===== config.mk =====
export PLATFORM = sky130hd
export DESIGN_NAME = sys_array_ctrl
export DESIGN_NICKNAME = d
export VERILOG_FILES = /design/src/rtl/sys_array_pkg.sv /design/src/rtl/sys_array_window.sv /design/src/rtl/sys_array_ctrl.sv
export SDC_FILE = /design/constraint.sdc
export NUM_CORES = 1
export LEC_CHECK = 0
export CAP_MARGIN = 20
export CORE_ASPECT_RATIO = 1.4
export CORE_MARGIN = 1.5
export CORE_UTILIZATION = 35
export CTS_BUF_LIST = sky130_fd_sc_hd__clkbuf_16
export DETAILED_ROUTE_END_ITERATION = 12
export GPL_TIMING_DRIVEN = 0
export PLACE_DENSITY = 0.64
export SLEW_MARGIN = 20
export SYNTH_ARGS = -nofsm -noshare
export SYNTH_HDL_FRONTEND = slang
export SYNTH_SLANG_ARGS = --single-unit

===== constraint.sdc =====
create_clock -name clk -period 5.8 [get_ports clk]
set_input_delay 0.58 -clock clk [delete_from_list [all_inputs] [get_ports clk]]
set_output_delay 0.58 -clock clk [all_outputs]
set_load 0.01 [all_outputs]

===== src/rtl/sys_array_pkg.sv =====
`default_nettype none
// ============================================================================
// Module   : sys_array_pkg
// Brief    : Shared state encoding, width helpers and valid-window function.
// Revision : 1.0 - initial release
// ============================================================================
package sys_array_pkg;

   typedef enum logic [1:0] {
      IDLE = 2'd0,
      LOAD = 2'd1,
      RUN  = 2'd2,
      DONE = 2'd3
   } ctrl_state_t;

   localparam int WIN_MAX = 32;

   function automatic int row_w(input int n);
      return (n > 1) ? $clog2(n) : 1;
   endfunction

   function automatic int step_w(input int max_rows, input int n);
      return $clog2(max_rows + 2 * n);
   endfunction

   function automatic int cnt_w(input int max_rows);
      return $clog2(max_rows + 1);
   endfunction

   // Bit j is set when offset+j <= t < offset+j+m; the AND guards the wrap of t-offset-j.
   function automatic logic [WIN_MAX-1:0] win_mask(input logic [31:0] t,
                                                   input logic [31:0] offset,
                                                   input logic [31:0] m,
                                                   input logic [31:0] n);
      logic [WIN_MAX-1:0] mask;
      mask = '0;
      for (int unsigned j = 0; j < WIN_MAX; j++) begin
         if ((j < n) && (t >= offset + j) && ((t - offset - j) < m)) begin
            mask[j] = 1'b1;
         end
      end
      return mask;
   endfunction

endpackage
`default_nettype wire


===== src/rtl/sys_array_window.sv =====
`default_nettype none
// ============================================================================
// Module   : sys_array_window
// Brief    : Registered per-lane valid mask for a diagonally skewed stream.
// Revision : 1.0 - initial release
// ============================================================================
module sys_array_window
   import sys_array_pkg::*;
#(
   parameter int ARRAY_SIZE = 4,
   parameter int OFFSET     = 0,
   parameter int STEP_W     = 5,
   parameter int CNT_W      = 5
) (
   input  logic                  clk,
   input  logic                  reset_n,
   input  logic                  i_en,
   input  logic [STEP_W-1:0]     i_step,
   input  logic [CNT_W-1:0]      i_m,
   output logic [ARRAY_SIZE-1:0] o_mask
);

   logic [ARRAY_SIZE-1:0] w_mask;
   logic [ARRAY_SIZE-1:0] r_mask;

   // Fed with next-cycle step so the registered mask lines up with the step register.
   assign w_mask = ARRAY_SIZE'(win_mask(32'(i_step), 32'(OFFSET), 32'(i_m), 32'(ARRAY_SIZE)));

   always_ff @(posedge clk or negedge reset_n) begin
      if (!reset_n) begin
         r_mask <= '0;
      end else begin
         r_mask <= i_en ? w_mask : '0;
      end
   end

   assign o_mask = r_mask;

endmodule
`default_nettype wire


===== src/rtl/sys_array_ctrl.sv =====
`default_nettype none
// ============================================================================
// Module   : sys_array_ctrl
// Brief    : Weight-load / skewed-stream sequencer for an NxN systolic array.
// Revision : 1.0 - initial release
// ============================================================================
module sys_array_ctrl
   import sys_array_pkg::*;
#(
   parameter  int DATA_WIDTH = 8,
   parameter  int ARRAY_SIZE = 4,
   parameter  int MAX_ROWS   = 16,
   localparam int ROW_W      = row_w(ARRAY_SIZE),
   localparam int STEP_W     = step_w(MAX_ROWS, ARRAY_SIZE),
   localparam int CNT_W      = cnt_w(MAX_ROWS)
) (
   input  logic                  clk,
   input  logic                  reset_n,
   input  logic                  start,
   input  logic                  abort,
   input  logic [CNT_W-1:0]      num_rows,
   output logic                  busy,
   output logic                  done,
   output logic                  err,
   output logic                  weight_load,
   output logic [ROW_W-1:0]      weight_row,
   output logic [STEP_W-1:0]     step,
   output logic [ARRAY_SIZE-1:0] in_valid,
   output logic [ARRAY_SIZE-1:0] out_valid
);

   if (ARRAY_SIZE < 2 || DATA_WIDTH < 1) begin : g_param_check
      $error("sys_array_ctrl: ARRAY_SIZE must be >= 2 and DATA_WIDTH >= 1");
   end

   localparam logic [CNT_W-1:0]  c_max_m    = CNT_W'(MAX_ROWS);
   localparam logic [ROW_W-1:0]  c_last_row = ROW_W'(ARRAY_SIZE - 1);
   localparam logic [STEP_W:0]   c_tail     = (STEP_W+1)'(2 * ARRAY_SIZE - 2);

   ctrl_state_t       r_state;
   ctrl_state_t       w_state_nxt;
   logic [CNT_W-1:0]  r_m;
   logic [CNT_W-1:0]  w_m_nxt;
   logic [ROW_W-1:0]  r_row;
   logic [ROW_W-1:0]  w_row_nxt;
   logic [STEP_W-1:0] r_step;
   logic [STEP_W-1:0] w_step_nxt;
   logic [STEP_W:0]   w_last;
   logic              w_err_nxt;
   logic              w_run_nxt;
   logic              r_busy;
   logic              r_done;
   logic              r_err;
   logic              r_wl;

   // One extra bit keeps M+2N-2 from wrapping at the top of the step range.
   assign w_last    = (STEP_W+1)'(r_m) + c_tail;
   assign w_run_nxt = (w_state_nxt == RUN);

   always_comb begin
      w_state_nxt = r_state;
      w_m_nxt     = r_m;
      w_row_nxt   = '0;
      w_step_nxt  = '0;
      w_err_nxt   = 1'b0;
      case (r_state)
         IDLE: begin
            if (start) begin
               if ((num_rows != '0) && (num_rows <= c_max_m)) begin
                  w_m_nxt     = num_rows;
                  w_state_nxt = LOAD;
               end else begin
                  w_err_nxt = 1'b1;
               end
            end
         end
         LOAD: begin
            if (abort) begin
               w_state_nxt = IDLE;
            end else if (r_row == c_last_row) begin
               w_state_nxt = RUN;
            end else begin
               w_row_nxt = r_row + ROW_W'(1);
            end
         end
         RUN: begin
            if (abort) begin
               w_state_nxt = IDLE;
            end else if ({1'b0, r_step} == w_last) begin
               w_state_nxt = DONE;
            end else begin
               w_step_nxt = r_step + STEP_W'(1);
            end
         end
         DONE: begin
            w_state_nxt = IDLE;
         end
         default: begin
            w_state_nxt = IDLE;
         end
      endcase
   end

   // Outputs are registered from the next-state view so they describe the current cycle.
   always_ff @(posedge clk or negedge reset_n) begin
      if (!reset_n) begin
         r_state <= IDLE;
         r_m     <= '0;
         r_row   <= '0;
         r_step  <= '0;
         r_busy  <= 1'b0;
         r_done  <= 1'b0;
         r_err   <= 1'b0;
         r_wl    <= 1'b0;
      end else begin
         r_state <= w_state_nxt;
         r_m     <= w_m_nxt;
         r_row   <= w_row_nxt;
         r_step  <= w_step_nxt;
         r_busy  <= (w_state_nxt != IDLE);
         r_done  <= (w_state_nxt == DONE);
         r_err   <= w_err_nxt;
         r_wl    <= (w_state_nxt == LOAD);
      end
   end

   sys_array_window #(
      .ARRAY_SIZE (ARRAY_SIZE),
      .OFFSET     (0),
      .STEP_W     (STEP_W),
      .CNT_W      (CNT_W)
   ) u_in_win (
      .clk     (clk),
      .reset_n (reset_n),
      .i_en    (w_run_nxt),
      .i_step  (w_step_nxt),
      .i_m     (r_m),
      .o_mask  (in_valid)
   );

   sys_array_window #(
      .ARRAY_SIZE (ARRAY_SIZE),
      .OFFSET     (ARRAY_SIZE),
      .STEP_W     (STEP_W),
      .CNT_W      (CNT_W)
   ) u_out_win (
      .clk     (clk),
      .reset_n (reset_n),
      .i_en    (w_run_nxt),
      .i_step  (w_step_nxt),
      .i_m     (r_m),
      .o_mask  (out_valid)
   );

   assign busy        = r_busy;
   assign done        = r_done;
   assign err         = r_err;
   assign weight_load = r_wl;
   assign weight_row  = r_row;
   assign step        = r_step;

endmodule
`default_nettype wire

==> results.py, run 1 <==
metrics = {
    "timing": {
        "rsz0062_at_grt": "no",
        "finalHoldViolCount": 0,
        "period_minus_slack_ns": 5.33,
        "setup_violations": 0,
        "fin_tns_setup_ns": 0,
        "max_freq_ghz": 0.187,
        "max_slew.worst_pin.slew_ns": 0.729,
        "max-slew-margin-rel_pct": 50.9,
        "fin_skew_ns": 0.00426,
        "final_max_slew_viol_count": 0,
        "fin_crit_sh_pct": 92.0,
    },
    "logic_synthesis": {
        "yosys_register_bits": 26,
        "yosysWarnings": 0,
        "synth_cell_types": 57,
        "synth_fp_nets": 388,
        "synthCells": 313,
        "async_flop_share_pct": 100,
        "ys.flop_type": "dfrtp_1",
        "syn-cell-area_sq_um": 2900,
        "synth_area_per_cell_sq_um": 9.27,
        "synth_edf_count": 0,
        "synth-seq-area-share_pct": 22.4,
    },
    "routing": {
        "ant_nets": 0,
        "drc": 0,
        "wl_per_cell_um": 16.0,
        "viasPerCell": 5.48,
        "vias": 2442,
        "wl_um": 7160,
        "drt_iter0_markers": 149,
        "dr.pass1.iters": 4,
    },
    "hold_path": {
        "holdCritPathClass": "in -> async",
    },
    "worst_setup_path": {
        "rr_worst_depth": 17,
        "arrival_ns": 5.49,
        "crit_fanout": 10,
        "path_class": "reg -> reg",
        "r2r_end": "u_out_win.o_mask[1]$_DFF_PN0_",
        "crit-reg2reg-launch": "r_m[2]$_DFFE_PN0P_",
        "crit_path_end_kind": "flip-flop",
        "cp.required_ns": 5.95,
        "cp-start-kind": "flip-flop",
        "r2r_setup_slack_ns": 0.47,
    },
    "global_routing": {
        "grt_antenna_before_repair": 0,
        "grt_remaining_overflow": 0,
        "grt_pass1_wl_um": 11800,
        "grt_pass1_vias": 2518,
        "track_usage_pct": 17.0,
        "grt_max_degree": 31,
    },
    "run_status": {
        "status": "finished clean",
    },
    "cts": {
        "cts_buffer_depth": 2,
        "cts_resized": 0,
        "cts.clk_slew.worst_paths_ns": 0.07,
        "cts.sinks": 26,
        "numCtsBuffers": 3,
        "post_cts_buffers": 0,
        "cts_tree": "yes",
        "hold_buffers": 0,
        "cts-root-buf": "clkbuf_16",
        "clk_latency_ns": 0.27,
        "h-tree-depth": 1,
    },
    "die": {
        "core_area_sq_um": 8100,
        "dieArea_sq_um": 8860,
        "die_height_um": 111,
        "ios": 28,
        "start_util_pct": 35.8,
        "die_w_um": 80.0,
        "num_rows": 39,
    },
    "placement": {
        "port_buffers": 27,
        "place_congestion": 0.919,
        "dp_hpwl_um": 5800,
    },
    "power_and_ir_drop": {
        "power_density_nw_per_um2": 178,
        "p_leak_nw": 1.53,
        "peakVddDrop_mv": 0.113,
    },
    "cells_and_area": {
        "synthToLayoutAreaGrowth_pct": 17.2,
        "diodes": 0,
        "fin_util_pct": 42.0,
        "final_nets": 420,
        "layout-drive-gt1-share_pct": 7.56,
    },
    "job": {
        "cap_violations": 0,
    },
}
-- placed cells by master, fill, tap and decap left out, types with 4 or more instances in the layout --
master,n
a21o_1,7
a21oi_1,11
a31oi_1,5
and2_1,4
clkdlybuf4s50_1,26
dfrtp_1,26
ha_1,66
inv_1,22
mux2_2,5
nand2_1,27
nand3_1,7
nand4_1,14
nand4b_1,4
nor2_1,13
nor4_1,5
o21a_1,5
o21ai_0,9
xnor2_1,19
xor2_1,4
-- cell families after synthesis --
kind of cell	count (synthesis)	synth area share (%)
fa+ha+maj	66	28.4
buf+inv	31	4.96
compound gates	59	14.2
simple gates	102	20.3
flops	26	22.4
mux	5	1.94
xor+xnor	24	7.72
-- synth_stat cells, types with 4 or more instances --
cell type	count	area share [%]
inv_1	22	2.8
a21oi_1	11	1.9
xor2_1	4	1.2
nor2_1	13	1.7
nand4b_1	4	1.2
nor4_1	5	1.1
o21ai_0	9	1.6
ha_1	66	28
o21a_1	5	1.3
xnor2_1	19	5.7
nand2_1	27	3.5
mux2_2	5	1.9
a31oi_1	5	1.1
a21o_1	7	1.8
nand3_1	7	1.2
dfrtp_1	26	22
and2_1	4	0.86
nand4_1	14	3.0
-- registers in the layout (all words and copies together), names as in the netlist --
signal,flops
r_m,5
step,5
u_in_win.o_mask,4
u_out_win.o_mask,4
r_state,2
weight_row,2
busy,1
done,1
err,1
weight_load,1
-- worst max-delay path: stages (launching register included) --
cell and delay, ns:
dfrtp_1 0.39, inv_1 0.31, ha_1 0.32, xnor2_1 0.19
nor4_2 0.08, o21ai_1 0.24, nand2_1 0.24, nor2_1 0.60
inv_1 0.18, ha_1 0.31, ha_1 0.37, clkbuf_1 0.39
nand4_1 0.15, ha_1 0.31, nor4_1 0.28, nand4b_1 0.12
or3_1 0.37, a2111oi_2 0.36
-- per-layer routing --
layer	global-route usage [%]	vias to the layer above	wire length, um
li1	-	1209	-
met1	19.7	1164	2910
met2	31.3	53	3740
met3	0.823	16	198
met4	7.36	0	306
met5	0	-	0
-- how the worst max path moves through the flow --
stage / start / to / slack (ns) / cells after the start
global placement: r_m[2]$_DFFE_PN0P_ / u_out_win.o_mask[1]$_DFF_PN0_ / 0.50 / 19
finish: r_m[2]$_DFFE_PN0P_ / u_out_win.o_mask[1]$_DFF_PN0_ / 0.47 / 17
floorplan: r_m[2]$_DFFE_PN0P_ / u_out_win.o_mask[1]$_DFF_PN0_ / 1.54 / 17
global route: r_m[2]$_DFFE_PN0P_ / u_out_win.o_mask[1]$_DFF_PN0_ / 0.03 / 17
detailed placement: r_m[2]$_DFFE_PN0P_ / u_out_win.o_mask[1]$_DFF_PN0_ / 0.47 / 17
CTS: r_m[2]$_DFFE_PN0P_ / u_out_win.o_mask[1]$_DFF_PN0_ / 0.46 / 17
-- per-stage QoR --
stage / hold slack, ns / cell area [sq um] / setup WS [ns] / total power (W) / std cells
after global placement: 0.453 / 3300 / 0.500 / 0.000401 / 442
after global routing: 0.358 / 3400 / 0.0299 / 0.000650 / 446
after detailed placement: 0.466 / 3300 / 0.472 / 0.000407 / 442
final: 0.308 / 3400 / 0.465 / 0.000607 / 446
after CTS: 0.332 / 3400 / 0.456 / 0.000613 / 446
after floorplan: 0.284 / 2900 / 1.54 / 0.000347 / 313
-- power by group --
part           switching, W  leakage [nW]  internal (W)
combinational      0.000103          1.14     0.0000888
sequential        0.0000168         0.347      0.000194
clock             0.0000657        0.0511      0.000138
-- final cells by class --
class                   instances  area, sq um
repair buffers                 27          265
well taps                     102          128
clock inverters                 1         30.0
plain buffers                   8         55.1
clock buffers                   3         75.1
flip-flops and latches         26          651
fillers                       843         4700
inverters                      23         88.8
multi-input cells             256         2110
Note: power is estimated with default switching activity, not from simulation.
==> run 2: changes to the inputs <==
CTS_CLUSTER_DIAMETER = 120   (was not set)
SKIP_CTS_REPAIR_TIMING = 1   (was not set)
==> results of run 2 <==
No change in the layout: final DEF, timing and power equal those of run 1.
==> run 3: changes to the inputs <==
ABC_CLOCK_PERIOD_IN_PS = 5800   (was not set)
==> results of run 3 <==
No change in the layout: final DEF, timing and power equal those of run 1.
